===== src/rtl/score_pkg.sv =====
// Shared types, constants and the BCD increment helper for the score display block.
package score_pkg;

  typedef logic [3:0] bcd_digit_t;

  typedef enum logic [0:0] {
    IDLE  = 1'b0,
    COUNT = 1'b1
  } score_state_t;

  localparam int         GLYPH_W    = 8;
  localparam int         GLYPH_H    = 8;
  localparam int         MAX_DIGITS = 8;
  localparam bcd_digit_t BCD_MAX    = 4'd9;

  // Adds one to the low ndig digits of v; returns {sum, carry_out} with the carry in bit 0
  // so callers can keep just the bits their digit count needs.
  function automatic logic [4*MAX_DIGITS:0] bcd_inc(input logic [4*MAX_DIGITS-1:0] v,
                                                    input int ndig);
    logic [4*MAX_DIGITS-1:0] r;
    logic                    c;
    r = v;
    c = 1'b1;
    for (int i = 0; i < MAX_DIGITS; i++) begin
      if ((i < ndig) && c) begin
        if (v[4*i +: 4] == BCD_MAX) begin
          r[4*i +: 4] = 4'd0;
        end else begin
          r[4*i +: 4] = v[4*i +: 4] + 4'd1;
          c           = 1'b0;
        end
      end else begin
        r[4*i +: 4] = v[4*i +: 4];
      end
    end
    return {r, c};
  endfunction

endpackage


===== src/rtl/score_font_rom.sv =====
// Combinational 10x8 digit glyph ROM; address is {digit, row}, data MSB is the leftmost pixel.
module score_font_rom
  import score_pkg::*;
(
  input  logic [6:0] addr,
  output logic [7:0] data
);

  bcd_digit_t  digit_s;
  logic [63:0] glyph_s;

  always_comb begin
    digit_s = addr[6:3];
    case (digit_s)
      4'd0:    glyph_s = 64'h3C666E7666663C00;
      4'd1:    glyph_s = 64'h1838181818187E00;
      4'd2:    glyph_s = 64'h3C66060C30607E00;
      4'd3:    glyph_s = 64'h3C66061C06663C00;
      4'd4:    glyph_s = 64'h0C1C3C6C7E0C0C00;
      4'd5:    glyph_s = 64'h7E607C0606663C00;
      4'd6:    glyph_s = 64'h3C607C6666663C00;
      4'd7:    glyph_s = 64'h7E060C1830303000;
      4'd8:    glyph_s = 64'h3C66663C66663C00;
      4'd9:    glyph_s = 64'h3C66663E060C3800;
      default: glyph_s = 64'h0000000000000000;
    endcase
    // Row 0 sits in the top byte.
    data = glyph_s[{3'd7 - addr[2:0], 3'b000} +: 8];
  end

endmodule


===== src/rtl/score_display.sv =====
// N-digit BCD score accumulator with high score, frame-latched display copy and glyph pixel lookup.
// Optional macro SCORE_LZ_BLANK_EN enables leading-zero blanking of the rendered digits.
module score_display
  import score_pkg::*;
#(
  parameter int DIGITS   = 3,
  parameter int PTS_W    = 4,
  parameter int SATURATE = 0,
  parameter int GLYPH_W  = 8
) (
  input  logic                        Clk,
  input  logic                        Reset_n,
  input  logic                        frame_tick,
  input  logic                        add_valid,
  input  logic [PTS_W-1:0]            add_pts,
  output logic                        add_ready,
  input  logic                        clear_score,
  input  logic [$clog2(DIGITS*8)-1:0] X,
  input  logic [2:0]                  Y,
  output logic                        pixel,
  output logic [4*DIGITS-1:0]         score_bcd,
  output logic [4*DIGITS-1:0]         hiscore_bcd,
  output logic                        overflow
);

  localparam int XW  = $clog2(DIGITS*8);
  localparam int SW  = 4*DIGITS;
  localparam int MW  = 4*MAX_DIGITS;
  localparam int GSH = $clog2(GLYPH_W);
  localparam int SLW = (XW > GSH) ? XW - GSH : 1;

  logic [SW-1:0]    score_q, score_d, hiscore_q, hiscore_d, disp_q, disp_d;
  logic [PTS_W-1:0] pend_q, pend_d;
  logic             overflow_q, overflow_d, tick_q, tick_d, latch_q, latch_d;
  score_state_t     state_q, state_d;
  logic [MW-1:0]    score_ext_s;
  logic [SW:0]      inc_s;
  logic             accept_s;

  assign add_ready   = (state_q == IDLE) & ~clear_score;
  assign accept_s    = add_valid & add_ready;
  assign score_bcd   = score_q;
  assign hiscore_bcd = hiscore_q;
  assign overflow    = overflow_q;

  always_comb begin
    score_ext_s         = '0;
    score_ext_s[SW-1:0] = score_q;
    inc_s               = (SW+1)'(bcd_inc(score_ext_s, DIGITS));
  end

  always_comb begin
    score_d    = score_q;
    pend_d     = pend_q;
    overflow_d = overflow_q;
    state_d    = state_q;
    if (clear_score) begin
      score_d    = '0;
      pend_d     = '0;
      overflow_d = 1'b0;
      state_d    = IDLE;
    end else begin
      case (state_q)
        IDLE: begin
          if (accept_s && (add_pts != '0)) begin
            pend_d  = add_pts;
            state_d = COUNT;
          end else begin
            state_d = IDLE;
          end
        end
        COUNT: begin
          pend_d = pend_q - PTS_W'(1);
          // inc_s[0] is the carry out of the top digit: the score was all-9s.
          if (inc_s[0]) begin
            overflow_d = 1'b1;
            if (SATURATE != 0) begin
              score_d = score_q;
            end else begin
              score_d = inc_s[SW:1];
            end
          end else begin
            score_d = inc_s[SW:1];
          end
          if (pend_q == PTS_W'(1)) begin
            state_d = IDLE;
          end else begin
            state_d = COUNT;
          end
        end
        default: state_d = IDLE;
      endcase
    end
    if ((state_q == IDLE) && (score_q > hiscore_q)) begin
      hiscore_d = score_q;
    end else begin
      hiscore_d = hiscore_q;
    end
    tick_d  = frame_tick;
    latch_d = frame_tick & ~tick_q;
    if (latch_q) begin
      disp_d = score_q;
    end else begin
      disp_d = disp_q;
    end
  end

  always_ff @(posedge Clk) begin
    if (!Reset_n) begin
      score_q    <= '0;
      hiscore_q  <= '0;
      disp_q     <= '0;
      pend_q     <= '0;
      overflow_q <= 1'b0;
      state_q    <= IDLE;
      tick_q     <= 1'b0;
      latch_q    <= 1'b0;
    end else begin
      score_q    <= score_d;
      hiscore_q  <= hiscore_d;
      disp_q     <= disp_d;
      pend_q     <= pend_d;
      overflow_q <= overflow_d;
      state_q    <= state_d;
      tick_q     <= tick_d;
      latch_q    <= latch_d;
    end
  end

  logic [SLW-1:0] slot_s;
  logic [GSH-1:0] col_s;
  bcd_digit_t     digit_s;
  logic [7:0]     row_s;
  logic           in_range_s, lit_s;
`ifdef SCORE_LZ_BLANK_EN
  logic [3:0]     didx_s, msd_s;
`endif

  score_font_rom u_font (
    .addr ({digit_s, Y}),
    .data (row_s)
  );

  always_comb begin
    slot_s     = SLW'(X >> GSH);
    col_s      = X[GSH-1:0];
    in_range_s = ({1'b0, X} < (XW+1)'(DIGITS*GLYPH_W));
    digit_s    = 4'd0;
`ifdef SCORE_LZ_BLANK_EN
    didx_s     = 4'd0;
    msd_s      = 4'd0;
`endif
    // Slot 0 is the leftmost cell and shows the most significant digit.
    for (int i = 0; i < DIGITS; i++) begin
      digit_s = (int'(slot_s) == DIGITS-1-i) ? disp_q[4*i +: 4] : digit_s;
`ifdef SCORE_LZ_BLANK_EN
      didx_s  = (int'(slot_s) == DIGITS-1-i) ? 4'(i) : didx_s;
      msd_s   = (disp_q[4*i +: 4] != 4'd0) ? 4'(i) : msd_s;
`endif
    end
`ifdef SCORE_LZ_BLANK_EN
    lit_s = (didx_s <= msd_s);
`else
    lit_s = 1'b1;
`endif
    pixel = in_range_s & lit_s & row_s[3'd7 - col_s];
  end

endmodule


===== config.mk =====
export PLATFORM = sky130hd
export DESIGN_NAME = score_display
export DESIGN_NICKNAME = d
export VERILOG_FILES = /design/src/rtl/score_pkg.sv /design/src/rtl/score_font_rom.sv /design/src/rtl/score_display.sv
export SDC_FILE = /design/constraint.sdc
export NUM_CORES = 1
export LEC_CHECK = 0
export BUFFER_PORTS_ARGS = -buffer_cell sky130_fd_sc_hd__buf_4
export CAP_MARGIN = 20
export CORE_MARGIN = 1.5
export CORE_UTILIZATION = 43
export DETAILED_ROUTE_END_ITERATION = 6
export GPL_ROUTABILITY_DRIVEN = 0
export GPL_TIMING_DRIVEN = 1
export PLACE_DENSITY = 0.74
export SLEW_MARGIN = 10
export SYNTH_ARGS = -nofsm -noshare
export SYNTH_HDL_FRONTEND = slang
export SYNTH_SLANG_ARGS = --single-unit

===== constraint.sdc =====
create_clock -name Clk -period 2.15 [get_ports Clk]
set_input_delay 0.1075 -clock Clk [delete_from_list [all_inputs] [get_ports Clk]]
set_output_delay 0.1075 -clock Clk [all_outputs]
set_load 0.02 [all_outputs]

==> metrics.txt, run 1 <==
# TYPE chip_impl_metric gauge
chip_impl_info{name="outcome",value="complete, but fails checks"} 1
chip_impl_info{name="violations",value="setup timing"} 1
chip_impl_metric{name="globalRouteMet2Util",unit="%"} 38.2
chip_impl_metric{name="die_w",unit="um"} 89.3
chip_impl_info{name="worst_hold_path_type",value="input pin to flip-flop"} 1
chip_impl_metric{name="worstPathArrival",unit="ns"} 2.68
chip_impl_metric{name="post-route-cell-area",unit="mm^2"} 0.00443
chip_impl_info{name="worstSetupEndpointType",value="output port"} 1
chip_impl_metric{name="tightestPinTransition",unit="ns"} 0.879
chip_impl_metric{name="max-clock-path-buffers",unit=""} 2
chip_impl_metric{name="die_area",unit="mm^2"} 0.00797
chip_impl_metric{name="netlist-cell-type-count",unit=""} 71
chip_impl_metric{name="cts.reportedPaths.clkPinSlew",unit="ns"} 0.10
chip_impl_metric{name="via_per_inst",unit=""} 5.70
chip_impl_metric{name="grt_max_degree",unit=""} 27
chip_impl_metric{name="syn-num-nets",unit=""} 418
chip_impl_metric{name="num_antenna_cells",unit=""} 0
chip_impl_metric{name="worst-path-max-fanout",unit=""} 4
chip_impl_info{name="category_of_the_critical_setup_timing_path",value="flip-flop to output port"} 1
chip_impl_metric{name="final_nets",unit=""} 519
chip_impl_metric{name="p_r_area_growth_vs_syn",unit="%"} 38.6
chip_impl_metric{name="antenna_nets_post_route",unit=""} 0
chip_impl_metric{name="ys_seq_area_share",unit="%"} 27.5
chip_impl_metric{name="synth-warning-count",unit=""} 0
chip_impl_metric{name="critPathRequiredTime",unit="ns"} 2.04
chip_impl_metric{name="std_cell_rows",unit=""} 31
chip_impl_metric{name="totalPowerFinal",unit="mW"} 1.70
chip_impl_metric{name="p_leak",unit="nW"} 1.76
chip_impl_metric{name="cts_inserted_buffers",unit=""} 5
chip_impl_metric{name="cells_after_synth",unit=""} 381
chip_impl_metric{name="fill_cells",unit=""} 604
chip_impl_metric{name="vdd_drop_max",unit="mV"} 0.443
chip_impl_metric{name="post_cts_hold_buffer_count",unit=""} 0
chip_impl_metric{name="sinks_on_clock_net",unit=""} 44
chip_impl_metric{name="number_of_synthesized_flops_with_an_enable_pin",unit=""} 0
chip_impl_metric{name="drc",unit=""} 0
chip_impl_metric{name="final_hold_viol_count",unit=""} 0
chip_impl_info{name="cts_tree",value="yes"} 1
chip_impl_info{name="grt_most_used_layer",value="met2"} 1
chip_impl_metric{name="worst_skew_pair_later_pin_latency",unit="ns"} 0.31
chip_impl_metric{name="clock_tree.htree_level_count",unit=""} 2
chip_impl_metric{name="async_flop_share",unit="%"} 0
chip_impl_metric{name="total_wire_length",unit="um"} 9310
chip_impl_metric{name="grtUsageMet3",unit="%"} 4.52
chip_impl_metric{name="port_buffers",unit=""} 43
chip_impl_info{name="critPathLaunchType",value="flip-flop"} 1
chip_impl_metric{name="drv_slew",unit=""} 0
chip_impl_metric{name="max_freq",unit="MHz"} 359
chip_impl_metric{name="grt_util_met1",unit="%"} 28.6
chip_impl_metric{name="synth.avg_cell_area",unit="um^2"} 8.40
chip_impl_metric{name="synth.ff_latch_count",unit=""} 44
chip_impl_metric{name="period_needed",unit="ns"} 2.79
chip_impl_metric{name="wire_length_of_the_first_global_routing_pass",unit="um"} 14300
chip_impl_metric{name="timing.slew.headroom",unit="%"} 40.6
chip_impl_metric{name="drt_iter0_drc",unit=""} 158
chip_impl_metric{name="vias",unit=""} 3315
chip_impl_metric{name="first_pass_detailed_route_iteration_total",unit=""} 4
chip_impl_info{name="synth_ff_type",value="dfxtp_1"} 1
chip_impl_metric{name="grt_util_all_layers",unit="%"} 22.9
chip_impl_info{name="unrepaired_setup_endpoints_after_global_routing",value="yes"} 1
chip_impl_metric{name="syn-cell-area",unit="mm^2"} 0.00320
chip_impl_metric{name="dieHeight",unit="um"} 89.3
chip_impl_metric{name="core_region_area",unit="mm^2"} 0.00721
chip_impl_metric{name="post-route-period-util",unit="%"} 130
chip_impl_metric{name="antenna_violations_before_repair",unit=""} 0
chip_impl_info{name="cts-root-buf",value="clkbuf_8"} 1
chip_impl_metric{name="setup_slack_reg_to_reg",unit="ns"} 0.01
chip_impl_metric{name="drive_above_1_share",unit="%"} 37.5
chip_impl_metric{name="final.setup.worst_slack",unit="ns"} -0.638
chip_impl_metric{name="global_route.overflow_total",unit=""} 0
chip_impl_metric{name="dpl.hpwl",unit="um"} 6460
chip_impl_metric{name="vias_in_the_first_global_route",unit=""} 3028
chip_impl_metric{name="placed_standard_cell_area",unit="mm^2"} 0.00404
chip_impl_metric{name="starting_density_of_the_core",unit="%"} 44.3
chip_impl_metric{name="routed_wire_length_per_instance",unit="um"} 16.0
chip_impl_metric{name="cap_violations",unit=""} 0
chip_impl_metric{name="final-setup-viol-count",unit=""} 1
chip_impl_metric{name="finalClockSkew",unit="ns"} 0.0110
chip_impl_metric{name="pin_count",unit=""} 44
chip_impl_metric{name="pwr_density_cell",unit="mW/mm^2"} 384
[routing by layer]
layer / part of all wire [%] / routed length [um]
met3: 7.3 / 675
met1: 41 / 3790
met4: 3.1 / 285
met2: 49 / 4560
met5: 0 / 0
[area by class of cell]
| class | count | area [um^2] | share of cell area [%] |
|---|---|---|---|
| inverters | 23 | 86.3 | 1.95 |
| multi-input cells | 293 | 2330 | 52.5 |
| clock buffers | 5 | 68.8 | 1.55 |
| clock inverters | 3 | 46.3 | 1.04 |
| flip-flops and latches | 44 | 892 | 20.1 |
| repair buffers | 115 | 888 | 20.0 |
| well taps | 99 | 124 | 2.79 |
[state kept, by name (all words and copies together), names as in the netlist]
signal	count
overflow	1
disp_q	12
pend_q	4
tick_q	1
hiscore_bcd	12
score_bcd	12
latch_q	1
state_q	1
[where the power goes]
part	switching, mW	internal (mW)
clock network	0.307	0.350
logic	0.113	0.103
registers	0.00929	0.820
[worst max-delay path: stages, from the launching register on]
cell,delay (ns)
dfxtp_2,0.34
mux2i_2,0.20
a2bb2oi_4,0.21
inv_2,0.08
ha_4,0.16
o21ai_2,0.11
a211oi_1,0.06
or4_4,0.56
o211ai_2,0.19
o311ai_2,0.13
a32oi_2,0.18
buf_4,0.16
[cells in the final DEF (no fill, tap or decap), types with 5 or more instances in the layout]
cell      count
dfxtp_2       9
nand4_1       5
nand3_1       5
mux2i_1      27
nor2b_1      33
buf_4       111
ha_1         15
o21ai_0      11
nor3_1       11
nor2_1       27
a21oi_1      30
a31oi_1       6
nand2_1      20
clkbuf_8      5
inv_1        19
dfxtp_1      35
[path summary, 6_finish.rpt]
| kind | start | to | cells past startpoint |
|---|---|---|---|
| hold reg to reg | tick_q | latch_q | 1 |
| setup reg to reg | hiscore_bcd[5] | hiscore_bcd[1] | 11 |
| hold / removal | frame_tick | tick_q | 2 |
| setup / recovery | disp_q[5] | pixel | 11 |
[synthesized netlist by cell type, types with 2 or more instances]
library cell  count  area [um^2]
nor2b_1          34          213
nand4_1           5         31.3
buf_4             2         15.0
nor3b_1           3         22.5
xnor2_1           4         35.0
ha_1             20          250
a31oi_1           6         37.5
a21o_1            5         37.5
buf_6             3         33.8
a211oi_1          6         45.0
buf_1             2         7.51
dfxtp_1          44          881
a21oi_1          34          170
or2_2             2         12.5
nand2b_1          3         18.8
nor2_1           27          101
and3_1            3         18.8
inv_2             2         7.51
nor3_1           12         60.1
and2_1            3         18.8
inv_1            20         75.1
xor2_1            4         35.0
or3_1             2         12.5
o31ai_1           4         30.0
nand2_1          21         78.8
o211ai_1          3         22.5
a32oi_1           2         17.5
clkbuf_1          8         30.0
buf_2             6         30.0
o21ai_0          14         70.1
and4_1            2         17.5
nand3_1           5         25.0
o21a_1            2         15.0
mux2i_1          31          310
[per-stage QoR]
step	cells	util (%)	hold WS (ns)	setup TNS (ns)	setup slack (ns)
floorplan	381	-	0.236	-0.198	-0.198
global placement	561	55.9	0.338	-0.319	-0.319
detailed placement	561	55.9	0.341	-0.348	-0.335
CTS	572	58.6	0.0251	-0.637	-0.637
global route	582	61.5	0.0520	-1.19	-0.723
finish	582	61.5	0.0249	-0.638	-0.638
[what timing repair did]
| item | in CTS | in global routing |
|---|---|---|
| setup endpoints to repair | 7 | 15 |
| gates cloned | 1 | 1 |
| gates resized for setup | 8 | 38 |
| pin swaps | 2 | 9 |
| endpoints found under the hold margin | 0 | 0 |
| buffers inserted | 2 | 10 |
[logic make-up after synthesis]
| group | Yosys count | share of synthesized area (%) |
|---|---|---|
| adder cells (fa/ha/maj) | 20 | 7.82 |
| AND/OR/NAND/NOR | 131 | 22.4 |
| buffers and inverters | 44 | 6.34 |
| multiplexers | 34 | 11.3 |
| AO/OA/AOI/OAI | 100 | 22.4 |
| flip-flops | 44 | 27.5 |
| XOR/XNOR | 8 | 2.19 |
Power figures use the tool's default switching activity.
==> run 2, diff against run 1 <==
--- a/config.mk
+++ b/config.mk
@@ -8,11 +8,11 @@
 export BUFFER_PORTS_ARGS = -buffer_cell sky130_fd_sc_hd__buf_4
 export CAP_MARGIN = 20
 export CORE_MARGIN = 1.5
-export CORE_UTILIZATION = 43
+export CORE_UTILIZATION = 53
 export DETAILED_ROUTE_END_ITERATION = 6
 export GPL_ROUTABILITY_DRIVEN = 0
 export GPL_TIMING_DRIVEN = 1
-export PLACE_DENSITY = 0.74
+export PLACE_DENSITY = 0.86
 export SLEW_MARGIN = 10
 export SYNTH_ARGS = -nofsm -noshare
 export SYNTH_HDL_FRONTEND = slang
==> run 2 against run 1 <==
The flow still finishes with violations (setup timing). First-iteration DRC count rose by 110%. Via count rose by 2.7%. Largest cell class unchanged. Cell count decreased by 6.4%. Clock-buffer cell count grew 1.
==> metrics.txt, run 2 (synthesis results as in run 1) <==
# TYPE chip_impl_metric gauge
chip_impl_metric{name="vias_in_the_first_global_route",unit=""} 3262
chip_impl_metric{name="num_antenna_cells",unit=""} 0
chip_impl_metric{name="worst-path-max-fanout",unit=""} 5
chip_impl_metric{name="post-route-util",unit="%"} 73.2
chip_impl_metric{name="critPathMaxStageDelay",unit="ns"} 0.50
chip_impl_metric{name="grt_util_all_layers",unit="%"} 30.9
chip_impl_metric{name="cts.reportedPaths.clkPinSlew",unit="ns"} 0.09
chip_impl_metric{name="finalClockSkew",unit="ns"} 0.0121
chip_impl_info{name="worst_hold_path_type",value="input pin to flip-flop"} 1
chip_impl_metric{name="cap_violations",unit=""} 0
chip_impl_metric{name="final.setup.worst_slack",unit="ns"} -0.617
chip_impl_metric{name="final_nets",unit=""} 506
chip_impl_metric{name="sinks_on_clock_net",unit=""} 44
chip_impl_metric{name="clock_network_fraction_of_design_power",unit="%"} 35.1
chip_impl_info{name="cts_tree",value="yes"} 1
chip_impl_info{name="critPathLaunchType",value="flip-flop"} 1
chip_impl_info{name="regToRegEndpoint",value="hiscore_bcd[6]"} 1
chip_impl_metric{name="antenna_nets_post_route",unit=""} 0
chip_impl_metric{name="port_buffers",unit=""} 43
chip_impl_metric{name="globalRouteMet2Util",unit="%"} 50.3
chip_impl_metric{name="p_comb_share",unit="%"} 13.2
chip_impl_metric{name="final_hold_viol_count",unit=""} 0
chip_impl_info{name="unrepaired_setup_endpoints_after_global_routing",value="yes"} 1
chip_impl_metric{name="cts_inserted_buffers",unit=""} 5
chip_impl_info{name="timing.hold.worst.start",value="frame_tick"} 1
chip_impl_metric{name="pin_count",unit=""} 44
chip_impl_metric{name="max-clock-path-buffers",unit=""} 2
chip_impl_metric{name="period_needed",unit="ns"} 2.77
chip_impl_metric{name="grtUsageMet3",unit="%"} 8.52
chip_impl_info{name="critical_path.top_delay_family",value="compound AO/OA/AOI/OAI gates"} 1
chip_impl_metric{name="global_route.overflow_total",unit=""} 0
chip_impl_metric{name="drive_above_1_share",unit="%"} 35.7
chip_impl_metric{name="vdd_drop_max",unit="mV"} 0.440
chip_impl_metric{name="crit_buf_inv",unit=""} 2
chip_impl_metric{name="dieHeight",unit="um"} 80.7
chip_impl_info{name="grt_most_used_layer",value="met2"} 1
chip_impl_metric{name="post_cts_hold_buffer_count",unit=""} 0
chip_impl_metric{name="intPower",unit="mW"} 1.18
chip_impl_metric{name="drc",unit=""} 0
chip_impl_metric{name="grt_max_degree",unit=""} 27
chip_impl_metric{name="clock_tree.htree_level_count",unit=""} 2
chip_impl_metric{name="p_sw_share",unit="%"} 26.3
chip_impl_metric{name="fill_cells",unit=""} 378
chip_impl_info{name="critical_path_cell_list",value="mux2i_4 -> a2bb2oi_4 -> inv_2 -> ha_4 -> o21ai_0 -> a211oi_1 -> or4_1 -> o211ai_2 -> o311ai_1 -> a32oi_2 -> buf_4"} 1
chip_impl_metric{name="std_cell_rows",unit=""} 28
chip_impl_metric{name="worstPathArrival",unit="ns"} 2.66
chip_impl_info{name="outcome",value="complete, but fails checks"} 1
chip_impl_metric{name="dp_worst_setup_slack",unit="ns"} -0.293
chip_impl_metric{name="starting_density_of_the_core",unit="%"} 54.4
chip_impl_metric{name="p_r_area_growth_vs_syn",unit="%"} 34.7
chip_impl_metric{name="via_per_inst",unit=""} 6.25
chip_impl_info{name="hold_crit_endpoint",value="tick_q"} 1
chip_impl_metric{name="tightestPinTransition",unit="ns"} 0.904
chip_impl_metric{name="die_area",unit="mm^2"} 0.00651
chip_impl_metric{name="hold_path_depth",unit=""} 2
chip_impl_metric{name="worst_r2r_path_depth",unit=""} 9
chip_impl_metric{name="die_w",unit="um"} 80.7
chip_impl_info{name="cp_slowest_cell",value="or4_1"} 1
chip_impl_metric{name="dpl.hpwl",unit="um"} 6470
chip_impl_info{name="category_of_the_critical_setup_timing_path",value="flip-flop to output port"} 1
chip_impl_metric{name="total_wire_length",unit="um"} 9990
chip_impl_info{name="cts-root-buf",value="clkbuf_8"} 1
chip_impl_metric{name="timing.slew.headroom",unit="%"} 39.0
chip_impl_metric{name="antenna_violations_before_repair",unit=""} 0
chip_impl_metric{name="vias",unit=""} 3404
chip_impl_metric{name="post-route-cell-area",unit="mm^2"} 0.00431
chip_impl_info{name="mostFrequentLayoutCell",value="buf_4"} 1
chip_impl_metric{name="placed_standard_cell_area",unit="mm^2"} 0.00398
chip_impl_metric{name="grt_util_met1",unit="%"} 37.3
chip_impl_metric{name="post-route-period-util",unit="%"} 129
chip_impl_metric{name="first_pass_detailed_route_iteration_total",unit=""} 6
chip_impl_metric{name="pwr_density_cell",unit="mW/mm^2"} 372
chip_impl_info{name="worstSetupEndpointType",value="output port"} 1
chip_impl_metric{name="drv_slew",unit=""} 0
chip_impl_info{name="final_cell_mix",value="buf_4, a21oi_1, nor2b_1"} 1
chip_impl_metric{name="core_region_area",unit="mm^2"} 0.00589
chip_impl_metric{name="final-setup-viol-count",unit=""} 4
chip_impl_metric{name="hold_slack",unit="ns"} 0.0262
chip_impl_metric{name="seqPwrFrac",unit="%"} 51.7
chip_impl_info{name="crit-reg2reg-launch",value="hiscore_bcd[7]"} 1
chip_impl_metric{name="p_leak",unit="nW"} 1.70
chip_impl_metric{name="wire_length_of_the_first_global_routing_pass",unit="um"} 15400
chip_impl_metric{name="drt_iter0_drc",unit=""} 334
chip_impl_metric{name="worst_skew_pair_later_pin_latency",unit="ns"} 0.31
chip_impl_metric{name="routed_wire_length_per_instance",unit="um"} 18.3
chip_impl_metric{name="critPathRequiredTime",unit="ns"} 2.04
chip_impl_metric{name="setup_slack_reg_to_reg",unit="ns"} -0.06
chip_impl_metric{name="switchingPower",unit="mW"} 0.422
chip_impl_metric{name="max_freq",unit="MHz"} 361
chip_impl_info{name="violations",value="setup timing"} 1
-- run 2: changes by cell type in the layout (fill, tap and decap cells not counted), sizes merged --
cell / before / now
buf: 115 / 101
bufinv: 1 / 0
clkinv: 1 / 2
clkinvlp: 1 / 0
clkbuf: 5 / 7
-- run 2: worst max-delay path by stage --
| stage | startpoint | endpoint | slack [ns] | cells after the start |
|---|---|---|---|---|
| finish | disp_q[5] | pixel | -0.62 | 11 |
| global route | disp_q[5] | pixel | -0.73 | 12 |
| CTS | disp_q[5] | pixel | -0.57 | 11 |
| detailed placement | X[3] | pixel | -0.29 | 10 |
| global placement | X[3] | pixel | -0.24 | 10 |
| floorplan | disp_q[9] | pixel | -0.20 | 10 |
-- run 2: area by class of cell --
cell class,instances,area (um^2),area share [%]
multi-input cells,293,2310,53.5
repair buffers,102,828,19.2
inverters,23,86.3,2.00
clock inverters,2,13.8,0.319
flip-flops and latches,44,898,20.8
clock buffers,6,82.6,1.92
well taps,75,93.8,2.18
-- run 2: power by group through the flow --
stage | clock [mW] | combinational [mW] | sequential [mW]
floorplan | 0 | 0.129 | 0.844
global placement | 0 | 0.191 | 0.848
detailed placement | 0 | 0.196 | 0.849
CTS | 0.573 | 0.201 | 0.829
global route | 0.605 | 0.228 | 0.831
finish | 0.563 | 0.212 | 0.830
-- run 2: per-stage QoR --
step | cells | TNS [ns] | power, mW
after CTS | 542 | -0.965 | 1.60
after floorplan | 381 | -0.198 | 0.973
after global routing | 545 | -1.63 | 1.66
final | 545 | -0.733 | 1.60
after global placement | 529 | -0.243 | 1.04
after detailed placement | 529 | -0.293 | 1.04
-- run 2: routing by layer --
metal	up-vias	wire length, um
li1	1549	-
met1	1578	3940
met2	222	4830
met3	55	830
met4	0	385
met5	-	0
-- run 2: timing repair --
item	CTS	global route
endpoints found under the setup margin	8	16
buffers inserted	4	4
pin swaps	5	12
resized for setup	13	34
hold endpoints to repair	0	0
gates cloned	1	0
